File: src/rtl/uart_baud_pkg.sv
// Shared definitions for the UART baud-tick generator: rate codes,
// the standard baud table and the elaboration-time divisor calculation.
package uart_baud_pkg;

  typedef enum logic [2:0] {
    BAUD_2400   = 3'b000,
    BAUD_4800   = 3'b001,
    BAUD_9600   = 3'b010,
    BAUD_19200  = 3'b011,
    BAUD_38400  = 3'b100,
    BAUD_57600  = 3'b101,
    BAUD_115200 = 3'b110,
    BAUD_230400 = 3'b111
  } baud_sel_e;

  localparam int unsigned BAUD_RATES [8] = '{
    2400, 4800, 9600, 19200, 38400, 57600, 115200, 230400
  };

  localparam int DEF_DIV_W = 16;

  // round(clk_hz / (ovs * baud)) with exact halves rounding up
  function automatic int unsigned calc_div(input int unsigned clk_hz,
                                           input int unsigned ovs,
                                           input int unsigned baud);
    longint unsigned den;
    den = 64'(ovs) * 64'(baud);
    return 32'((64'(clk_hz) * 64'd2 + den) / (den * 64'd2));
  endfunction

endpackage

File: src/rtl/uart_baud_generator_if.sv
// Rate-select / baud-strobe bundle between the UART engines and the
// baud-tick generator.
interface uart_baud_generator_if;
  import uart_baud_pkg::*;

  baud_sel_e baudrate;
  logic      bclk;

  modport master (output baudrate, input bclk);
  modport slave  (input baudrate, output bclk);

endinterface

File: src/rtl/baud_div_counter.sv
// Generic modulo-D counter with synchronous clear and a wrap strobe.
// The count value is exported only when BAUD_BCLK_SQUARE_EN is defined.
module baud_div_counter #(
  parameter int DIV_W = 16
) (
  input  logic             clk,
  input  logic             i_clr,
  input  logic [DIV_W-1:0] i_div,
`ifdef BAUD_BCLK_SQUARE_EN
  output logic [DIV_W-1:0] o_cnt,
`endif
  output logic             o_wrap
);

  logic [DIV_W-1:0] r_cnt;

  // Any count at or beyond D-1 wraps, so an upset counter recovers in one cycle.
  assign o_wrap = (r_cnt >= (i_div - DIV_W'(1)));

  always_ff @(posedge clk) begin
    if (i_clr) begin
      r_cnt <= '0;
    end else if (o_wrap) begin
      r_cnt <= '0;
    end else begin
      r_cnt <= r_cnt + DIV_W'(1);
    end
  end

`ifdef BAUD_BCLK_SQUARE_EN
  assign o_cnt = r_cnt;
`endif

endmodule

File: src/rtl/uart_baud_generator.sv
// Programmable 16x baud-tick generator: selects a divisor from the rate code and
// emits a one-cycle bclk strobe (or a square level with BAUD_BCLK_SQUARE_EN).
module uart_baud_generator
  import uart_baud_pkg::*;
#(
  parameter int unsigned CLK_FREQ_HZ = 100_000_000,
  parameter int unsigned OVERSAMPLE  = 16,
  parameter int          DIV_W       = DEF_DIV_W
) (
  input  logic                  clk,
  input  logic                  reset,
  uart_baud_generator_if.slave  baud_if
);

  baud_sel_e        r_sel;
  logic             r_bclk;
  logic [DIV_W-1:0] w_div_tab [8];
  logic [DIV_W-1:0] w_div;
  logic             w_change;
  logic             w_wrap;
  logic             w_bclk_nxt;

  for (genvar gi = 0; gi < 8; gi++) begin : g_div
    localparam int unsigned DIV_I = calc_div(CLK_FREQ_HZ, OVERSAMPLE, BAUD_RATES[gi]);
    assign w_div_tab[gi] = DIV_W'(DIV_I);
  end

  assign w_div    = w_div_tab[r_sel];
  assign w_change = (baud_if.baudrate != r_sel);

  // Select register: reloaded from the input every cycle, reset included.
  always_ff @(posedge clk) begin
    r_sel <= baud_if.baudrate;
  end

  // Reset and rate change both restart the period from zero.
`ifdef BAUD_BCLK_SQUARE_EN
  logic [DIV_W-1:0] w_cnt;
  logic [DIV_W-1:0] w_cnt_inc;
  logic [DIV_W-1:0] w_half;

  baud_div_counter #(.DIV_W(DIV_W)) u_cnt (
    .clk    (clk),
    .i_clr  (reset | w_change),
    .i_div  (w_div),
    .o_cnt  (w_cnt),
    .o_wrap (w_wrap)
  );

  assign w_half     = (w_div >> 1) + DIV_W'(w_div[0]);
  assign w_cnt_inc  = w_cnt + DIV_W'(1);
  assign w_bclk_nxt = ~w_change & (w_wrap | (w_cnt_inc < w_half));
`else
  baud_div_counter #(.DIV_W(DIV_W)) u_cnt (
    .clk    (clk),
    .i_clr  (reset | w_change),
    .i_div  (w_div),
    .o_wrap (w_wrap)
  );

  assign w_bclk_nxt = ~w_change & w_wrap;
`endif

  // Output register: bclk reflects the counter value it will hold after this edge.
  always_ff @(posedge clk) begin
    if (reset) begin
      r_bclk <= 1'b0;
    end else begin
      r_bclk <= w_bclk_nxt;
    end
  end

  assign baud_if.bclk = r_bclk;

endmodule

File: src/flat_wrapper.sv
// flat-port wrapper written by rule: the top's interface ports become plain ports
module uart_baud_generator_flat import uart_baud_pkg::*;
#(
  parameter int unsigned CLK_FREQ_HZ = 100_000_000,
  parameter int unsigned OVERSAMPLE  = 16,
  parameter int          DIV_W       = DEF_DIV_W
)
  (clk, reset, baud_if_baudrate, baud_if_bclk);
  uart_baud_generator_if baud_if_i ();
  input  logic clk;
  input  logic reset;
  input wire logic [$bits(baud_if_i.baudrate)-1:0] baud_if_baudrate;
  output wire logic [$bits(baud_if_i.bclk)-1:0] baud_if_bclk;
  assign baud_if_i.baudrate = baud_if_baudrate;
  assign baud_if_bclk = baud_if_i.bclk;
  uart_baud_generator #(.CLK_FREQ_HZ(CLK_FREQ_HZ), .OVERSAMPLE(OVERSAMPLE), .DIV_W(DIV_W)) u_core (.clk(clk), .reset(reset), .baud_if(baud_if_i));
endmodule
File: config.mk
export PLATFORM = sky130hd
export DESIGN_NAME = uart_baud_generator_flat
export DESIGN_NICKNAME = d
export VERILOG_FILES = /design/src/rtl/uart_baud_pkg.sv /design/src/rtl/uart_baud_generator_if.sv /design/src/rtl/baud_div_counter.sv /design/src/rtl/uart_baud_generator.sv /design/src/flat_wrapper.sv
export SDC_FILE = /design/constraint.sdc
export NUM_CORES = 1
export LEC_CHECK = 0
export ABC_AREA = 0
export BUFFER_PORTS_ARGS = -buffer_cell sky130_fd_sc_hd__buf_4
export CAP_MARGIN = 20
export CORE_MARGIN = 3
export CORE_UTILIZATION = 55
export DETAILED_ROUTE_END_ITERATION = 7
export GPL_TIMING_DRIVEN = 0
export PLACE_DENSITY = 0.8
export SETUP_SLACK_MARGIN = 0.1
export SLEW_MARGIN = 15
export SYNTH_ARGS = -nofsm -noshare
export SYNTH_HDL_FRONTEND = slang
export SYNTH_SLANG_ARGS = --single-unit
export TNS_END_PERCENT = 100
File: constraint.sdc
create_clock -name clk -period 3.19 [get_ports clk]
set_input_delay 0.638 -clock clk [delete_from_list [all_inputs] [get_ports clk]]
set_output_delay 0.638 -clock clk [all_outputs]
set_load 0.01 [all_outputs]
* Yosys cells after proc, flatten, opt, wreduce, memory -nomap -nowiden
Memory sizes are Yosys's and may differ from the RTL's.
Index checks and enable logic that the tools add are counted.
** Cells by class
- Equality and inequality tests :: 1
- Add/subtract/negate cells :: 2
- Bitwise operators :: 4
- $lt $le $gt $ge :: 2
- Reduce and logical (&&, ||, !) cells :: 1
- Mux-type cells :: 2
** Operators by type and width (count)
- 16-bit 2-to-1 mux :: 2
- 16-bit by 1-bit adder with 16-bit output (second input constant) :: 1
- 16-bit >= comparator :: 1
- 16-bit by 1-bit subtractor with 16-bit output (second input constant) :: 1
- 4-bit >= comparator (second input constant) :: 1
- 3-bit NOT with 4-bit output :: 1
- 3-bit inequality test :: 1
- 2-bit OR reduction :: 1
- 1-bit AND :: 1
- 1-bit NOT :: 1
- 1-bit bitwise OR :: 1
** Storage, ports and cells
- Output and inout port bits :: 1
- Word-level logic and storage cells :: 16
- Memories :: 1
- ROM bits :: 128
- Input port bits :: 5
- Register bits :: 20
** Memory list
- (name not given) :: depth 8, width 16, rd ports 1, clocked after memory_dff 0, write ports 0, line uart_baud_generator.sv:28 : assign w_div = w_div_tab[r_sel];

* Longest topological paths before layout
Gate-level depths: netlist of run 1.
- Depth in word-level cells :: 7
- Gate-level depth with buffers :: 14
- Gate-level depth less buffers :: 12

* Modules after synthesis
From an unflattened synthesis of run 1, not the netlist that was laid out.
** Unflattened totals
- Cell total of the unflattened synthesis :: 193
- Area, all modules :: 1660.3 um^2
** Modules (own cells, without submodules)
- baud_div_counter :: sequential area each 320.3 um^2, cells an instance 153, area an instance 1316.3 um^2, times used 1
- uart_baud_generator :: sequential area each 80.1 um^2, cells an instance 40, area an instance 344.1 um^2, times used 1

* Worst setup path before layout of run 1
Ideal clock, no wire load.
- Path kind :: register -> register
- Start :: reg u_core.r_sel[0]
- End :: reg u_core.u_cnt.r_cnt[10]
- Setup time :: 0.073 ns
- Clock period less this slack :: 2.974 ns
- Path buffers :: 1
- Stages on the path, launching flop included :: 14
- Required time :: 3.117 ns
- Path slack :: 0.216 ns
- Data arrival time :: 2.901 ns
- Path through :: dfxtp_1 > inv_1 > ha_1 > or2_2 > o2111ai_1 > o21ai_1 > mux2i_1 > and3_1 > ha_1 > a21o_2 > a211oi_2 > o211ai_2 > buf_6 > nor3_2
** On the way
- Cells in the longest elaborated chain, start to end :: 7
- Elaborated cells between the ends (all ways) :: 9
- Those cells by class :: 1 x add/sub; 1 x order compare; 1 x eq/ne; 2 x mux; 2 x bitwise; 1 x reduce/logical; 1 x memory
** RTL lines
- start: declaration :: line uart_baud_generator.sv:15 : baud_sel_e r_sel;
- start signal: assignment :: line uart_baud_generator.sv:33 : r_sel <= baud_if.baudrate;
- 3-bit NOT with 4-bit output (not written as such) :: line uart_baud_generator.sv:28
- memory read 8 x 16 bit
- 16-bit 2-to-1 mux (not written as such) (2 in a row) :: line uart_baud_generator.sv:28
- 16-bit by 1-bit subtractor with 16-bit output :: line baud_div_counter.sv:18 : assign o_wrap = (r_cnt >= (i_div - DIV_W'(1)));
- 16-bit >= comparator :: line baud_div_counter.sv:18
- 2-bit OR reduction (no source line) (*)
- end signal: assignment :: line baud_div_counter.sv:26 : r_cnt <= r_cnt + DIV_W'(1);
- end: declaration :: line baud_div_counter.sv:15 : logic [DIV_W-1:0] r_cnt;
Mark *: on every way between the ends. The rest lies on a longest branch, timed or not. The select of a mux whose other input is x is not followed.
A chain may end at the register's enable or synchronous reset.

* Final worst setup path of run 1
- Start :: reg u_core.r_sel[0]
- End :: reg u_core.u_cnt.r_cnt[7]
Same word-level chain as after synthesis.

==> results of run 1 <==
[metal layers]
metal	GRT usage [%]	wire length, microns
met1	24.57	1928
met2	35.26	2108
met3	5.229	204
met4	6.962	133
met5	0	0
[how the worst max path moves through the flow]
stage / from / slack [ns] / endpoint
after global placement: u_core.r_sel[0] / -0.17 / u_core.u_cnt.r_cnt[12]
final: u_core.r_sel[0] / 0.08 / u_core.u_cnt.r_cnt[7]
after floorplan: u_core.r_sel[0] / 0.22 / u_core.u_cnt.r_cnt[10]
after detailed placement: u_core.r_sel[0] / -0.34 / u_core.u_cnt.r_cnt[6]
after global routing: u_core.r_sel[1] / -0.14 / u_core.u_cnt.r_cnt[1]
after CTS: u_core.r_sel[0] / 0.11 / u_core.u_cnt.r_cnt[11]
[per-stage QoR]
| stage | instances | setup slack, ns | total power, mW | hold slack, ns |
|---|---|---|---|---|
| 6_report | 221 | 0.08376 | 0.6141 | 0.4449 |
| 5_1_grt | 221 | -0.1354 | 0.6385 | 0.4292 |
| 4_1_cts | 215 | 0.1136 | 0.5756 | 0.4437 |
| 3_5_place_dp | 209 | -0.3384 | 0.3657 | 0.4929 |
| 3_3_place_gp | 209 | -0.1700 | 0.3588 | 0.4913 |
| 2_1_floorplan | 174 | 0.2155 | 0.3397 | 0.4538 |
[worst register-to-register path, stage by stage, from the launching register on]
cell        delay (ns)
dfxtp_4           0.39
clkinvlp_4        0.18
ha_2              0.28
or2_2             0.37
o2111ai_4         0.15
o21ai_2           0.11
buf_4             0.14
nand3b_1          0.06
and3_1            0.20
ha_4              0.22
a21o_4            0.20
a211oi_2          0.22
o211ai_2          0.18
buf_6             0.18
nor3_2            0.18
[cell families (layout without fill, tap and decap cells)]
family	Yosys count	after routing	share of synthesized area [%]
flip-flops	20	20	25.32
AO/OA/AOI/OAI	20	20	9.889
buffers and inverters	14	31	4.193
XOR/XNOR	19	19	10.52
other	1	3	0.2371
adder cells (fa/ha/maj)	25	25	19.78
multiplexers	5	5	3.165
AND/OR/NAND/NOR	68	68	26.90
[Yosys cell counts]
library cell  number
xnor2_1            9
dfxtp_1           20
o41ai_1            1
or3_1              1
nor4_1             1
xor2_1            10
and3b_1            1
a22oi_1            1
or4_1              1
o21ai_0            2
a211oi_2           1
clkbuf_1           2
nor2_1            10
and4_1             2
o2111ai_1          1
conb_1             1
or4_4              1
nor3_2            10
nor3_1             5
nand4_1            3
and3_1             6
ha_1              25
a211oi_1           1
nand2_1            9
o21bai_1           1
o211ai_1           2
nand3b_1           2
a21o_2             1
a2111oi_2          1
a21o_1             1
nand3_1            6
or2_2              1
o211ai_2           1
a311o_1            1
buf_4              1
nor2b_1            6
buf_6              1
inv_1              8
buf_2              2
nor3b_2            1
mux2i_1            5
and2_1             1
o21ai_1            1
a21oi_1            4
nor3b_1            1
[registers in the layout (all words and copies together), names as in the netlist]
| signal | count |
|---|---|
| u_core.r_sel | 3 |
| u_core.u_cnt.r_cnt | 16 |
| u_core.baud_if.bclk | 1 |
[final cells by class]
cell class | instances | area (sq um) | share of cell area, %
repair buffers | 14 | 112.6 | 5.545
clock buffers | 3 | 22.52 | 1.109
clock inverters | 1 | 30.03 | 1.479
inverters | 8 | 37.54 | 1.848
plain buffers | 5 | 36.28 | 1.787
well taps | 30 | 37.54 | 1.848
multi-input cells | 140 | 1345 | 66.24
flip-flops and latches | 20 | 409.1 | 20.15
[power groups by stage]
| stage | clock network (mW) | logic [mW] | registers (mW) |
|---|---|---|---|
| floorplan | 0 | 0.0757 | 0.264 |
| global placement | 0 | 0.0939 | 0.265 |
| detailed placement | 0 | 0.100 | 0.266 |
| CTS | 0.206 | 0.111 | 0.259 |
| global route | 0.218 | 0.160 | 0.260 |
| finish | 0.206 | 0.149 | 0.259 |
[timing repair]
action | in CTS | in global routing
cloned | 0 | 1
resized for setup | 14 | 36
setup endpoints to repair | 14 | 14
pin swaps | 2 | 15
setup buffers | 3 | 5
[cell usage in the layout, fill, tap and decap left out, types with 6 or more instances in the layout]
| master | Yosys | final |
|---|---|---|
| ha_1 | 25 | 17 |
| dfxtp_1 | 20 | 17 |
| buf_4 | 1 | 12 |
| xor2_1 | 10 | 10 |
| xnor2_1 | 9 | 9 |
| nor3_2 | 10 | 9 |
| nor2_1 | 10 | 9 |
| nand2_1 | 9 | 8 |
| nor2b_1 | 6 | 6 |
| ha_4 | 0 | 6 |
==> flow_summary.ini, run 1 <==
[logic_synthesis]
netlist_area_sq_um = 1582
synth_cell_types = 45
synthTopCellsByArea = dfxtp_1, ha_1, nor3_2
syn_area_per_cell_sq_um = 9.195
syn_inst = 172
ys_seq_elements = 20
yosys.area.top_type = dfxtp_1
synth_top_area_share_pct = 25.32
ys_seq_area_share_pct = 25.32
yosysWarnings = 0

[cells_and_area]
postLayoutCellArea_sq_um = 2031
antenna_cells = 0
fill_cells = 147
area_growth_pct = 28.40
final_layout_size_suffix_gt1_share_pct = 36.13
fin_util_pct = 77.73
nNetsFinal = 222

[power]
power.share.combinational_pct = 24.3
p_sw_uw = 169.7
p_int_uw = 444.4
switching_share_pct = 27.63
power-per-cell-area_nw_per_um2 = 302.4
vdd_ir_drop_max_v = 0.0005029
p_clk_share_pct = 33.5
p_leak_nw = 0.8061
p_seq_share_pct = 42.2

[clock_tree]
cts_root_buffer = clkbuf_4
clockBufferDepth = 2
cts_hold_buf = 0
insertion_delay_ns = 0.30
tritoncts = built
cts_sinks = 20
cts-htree-levels = 1
numCtsBuffers = 3
path_clk_slew_ns = 0.11

[floorplanning]
die_area_sq_um = 3555
initial_core_util_pct = 60.54
core_area_sq_um = 2613
num_rows = 18
die_w_microns = 59.63
pin_count = 6
die-height_microns = 59.63

[routing]
drtPass1Iterations = 4
drc = 0
postRouteAntennaNets = 0
finalWirelength_microns = 4376
wire_per_inst_microns = 19.80
drt_iter0_markers = 69
num_vias = 1392
post_drt_via_cell_ratio = 6.299

[grt]
grt_usage_pct = 20.48
grt_pass1_wl_microns = 5644
gr-total-overflow = 0
grt_max_degree = 13
antenna_found_initial = 0
grt_pass1_vias = 1302

[sta]
period_minus_slack_ns = 3.106
fmax_mhz = 321.9
final.setup_skew_ns = 0.002765
finalSetupTns_ns = 0
slew_violations = 0
rsz0062_at_grt = yes
setup_viol = 0
hold_violations = 0
relSlewSlack_pct = 65.11
tightest_slew_ns = 0.5233
min_period_over_period_pct = 97.37

[setup_path]
cp_max_fo = 5
worstPathArrival_ns = 3.34
r2r_slack_ns = 0.08
timing.rr.end = u_core.u_cnt.r_cnt[7]
worstRegToRegCells = 14
slowest_delay_ns = 0.39
path_depth = 14
path_buf_inv = 3
path_delay_family = compound AO/OA/AOI/OAI gates
startpoint_type = flip-flop
crit_chain = clkinvlp_4 -> ha_2 -> or2_2 -> o2111ai_4 -> o21ai_2 -> buf_4 -> nand3b_1 -> and3_1 -> ha_4 -> a21o_4 -> a211oi_2 -> o211ai_2 -> buf_6 -> nor3_2
cpMaxStageDelayCell = dfxtp_4
cp.required_ns = 3.43
worstSetupEndpointType = flip-flop
r2r-start = u_core.r_sel[0]
critPathKind = flip-flop to flip-flop

[worst_hold_path]
hold_end = u_core.r_sel[2]
hold_path.startpoint = baud_if_baudrate[2]
min_path_type = input pin to flip-flop
whs_path_depth = 1

[place]
dp.final_hpwl_microns = 2491
numPortBuffers = 5
dpl_cell_area_sq_um = 1664
gp_congestion = 0.9767

[run_status]
status = finished, final reports clean

[flow_run]
drv_cap = 0
Power figures use the tool's default switching activity.
==> run 2: changes to the inputs <==
- CELL_PAD_IN_SITES_DETAIL_PLACEMENT: default -> 0
- CELL_PAD_IN_SITES_GLOBAL_PLACEMENT: default -> 1
- CORE_UTILIZATION: 55 -> 43
==> run 2 against run 1 <==
  * Combinational power is essentially flat
  * Largest cell class unchanged
  * Critical path type unchanged
  * Routed wire length shrank 16%
  * Via count shrank 5.2%
  * Highest routed layer unchanged
  * Setup slack gained 0.076 ns
  * Hold slack gained 0.049 ns
==> flow_summary.ini, run 2 (synthesis gave the netlist of run 1 again) <==
[place]
numPortBuffers = 5
dp.final_hpwl_microns = 2508
dpl_cell_area_sq_um = 1684
dp.cells = 225
gp_congestion = 0.9304

[sta]
slew_violations = 0
setup_viol = 0
period_minus_slack_ns = 3.030
hold_violations = 0
rsz0062_at_grt = yes
timing.hold.ws_ns = 0.4943
final.setup_skew_ns = 0.003861
fmax_mhz = 330.1
min_period_over_period_pct = 94.98

[power]
total_power_uw = 655.2
vdd_ir_drop_max_v = 0.0002348
power-per-cell-area_nw_per_um2 = 315.9
p_leak_nw = 0.7841

[setup_path]
r2r-start = u_core.r_sel[1]
cp.required_ns = 3.33
worstPathArrival_ns = 3.17
cp_max_fo = 6
startpoint_type = flip-flop
worstSetupEndpointType = flip-flop
cp-startpoint = u_core.r_sel[1]
r2r_slack_ns = 0.16
critPathKind = flip-flop to flip-flop

[worst_hold_path]
hold_path.startpoint = baud_if_baudrate[2]
min_path_type = input pin to flip-flop

[grt]
antenna_found_initial = 0
grt_pass1_wl_microns = 5692
grt_max_degree = 13
grt_usage_pct = 16.56
gr-total-overflow = 0
grt_pass1_vias = 1255

[cells_and_area]
postLayoutCellArea_sq_um = 2074
antenna_cells = 0
layout.cells.non_filler = 244
final_layout_size_suffix_gt1_share_pct = 37.88
nNetsFinal = 229
area_growth_pct = 31.17
layout_commonest_cell = buf_4
largest_reg_flops = 16
fin_util_pct = 60.27
regMostFlops = u_core.u_cnt.r_cnt
layout_common_cells = buf_4, ha_1, dfxtp_1, nor3_2, xor2_1

[routing]
drt_iter0_markers = 54
postRouteAntennaNets = 0
drtPass1Iterations = 4
drc = 0
post_drt_via_cell_ratio = 5.406
num_vias = 1319
finalWirelength_microns = 3692
wire_per_inst_microns = 15.13

[floorplanning]
die-height_microns = 66.65
die_area_sq_um = 4442
initial_core_util_pct = 45.95
die_w_microns = 66.65
num_rows = 21
core_area_sq_um = 3442
pin_count = 6

[clock_tree]
path_clk_slew_ns = 0.07
cts-htree-levels = 1
clockBufferDepth = 2
insertion_delay_ns = 0.26
numCtsBuffers = 3
cts_root_buffer = clkbuf_8
cts_sinks = 20
tritoncts = built

[run_status]
status = finished, final reports clean

[flow_run]
drv_cap = 0
run 2: cell types whose count changed in the layout (fill, tap and decap cells not counted), moves of 3 or more:
cell / change
buf_4: +7
nor3_4: -4
clkbuf_8: +3
clkbuf_4: -3
nor3_2: +5
run 2: final timing paths:
check / cells after the start / endpoint
hold reg to reg: 1 / u_core.u_cnt.r_cnt[0]
hold / removal: 1 / u_core.r_sel[2]
setup reg to reg: 13 / u_core.u_cnt.r_cnt[0]
setup / recovery: 13 / u_core.u_cnt.r_cnt[0]
run 2: routing by layer:
metal  vias to the layer above  share of wire (%)  global-route usage, %  wire length, microns
li1                        659                  -                      -                     -
met1                       633                 44                  21.57                  1636
met2                        23                 52                  29.21                  1920
met3                         4                2.8                  2.530                   105
met4                         0               0.79                  2.284                    29
met5                         -                  0                      0                     0
run 2: layout make-up:
| class | count | area (sq um) |
|---|---|---|
| fillers | 288 | 1368 |
| multi-input cells | 140 | 1290 |
| flip-flops and latches | 20 | 409.1 |
| repair buffers | 21 | 165.2 |
| well taps | 46 | 57.56 |
| clock buffers | 3 | 41.29 |
| inverters | 8 | 41.29 |
| plain buffers | 5 | 40.04 |
| clock inverters | 1 | 30.03 |
run 2: critical path, cell delays in order, from the launching register on:
cell	delay, ns
dfxtp_4	0.40
clkinvlp_4	0.18
ha_4	0.22
nor2b_1	0.17
and2_2	0.25
o41ai_2	0.29
buf_4	0.18
a22oi_2	0.06
ha_1	0.34
nand4_1	0.17
a311o_1	0.32
o211ai_2	0.12
buf_6	0.17
nor3_2	0.05
run 2: per-stage QoR:
stage               worst slack, ns  TNS (ns)
global placement            -0.2523    -2.867
CTS                          0.1036         0
finish                       0.1602         0
global route               0.002566         0
detailed placement          -0.3209    -3.691
floorplan                    0.2155         0
run 2: what timing repair did:
| item | in CTS | in global routing |
|---|---|---|
| hold buffers | 0 | 0 |
| endpoints found under the setup margin | 14 | 14 |
| cloned | 1 | 0 |
| endpoints found under the hold margin | 0 | 0 |
| setup buffers | 11 | 4 |
| gates resized for setup | 16 | 27 |
| pin swaps | 3 | 10 |
run 2: power breakdown:
group / switching [mW] / leakage (nW) / internal, mW
logic: 0.0802 / 0.584 / 0.0674
registers: 0.00419 / 0.164 / 0.254
clock network: 0.0824 / 0.0357 / 0.167
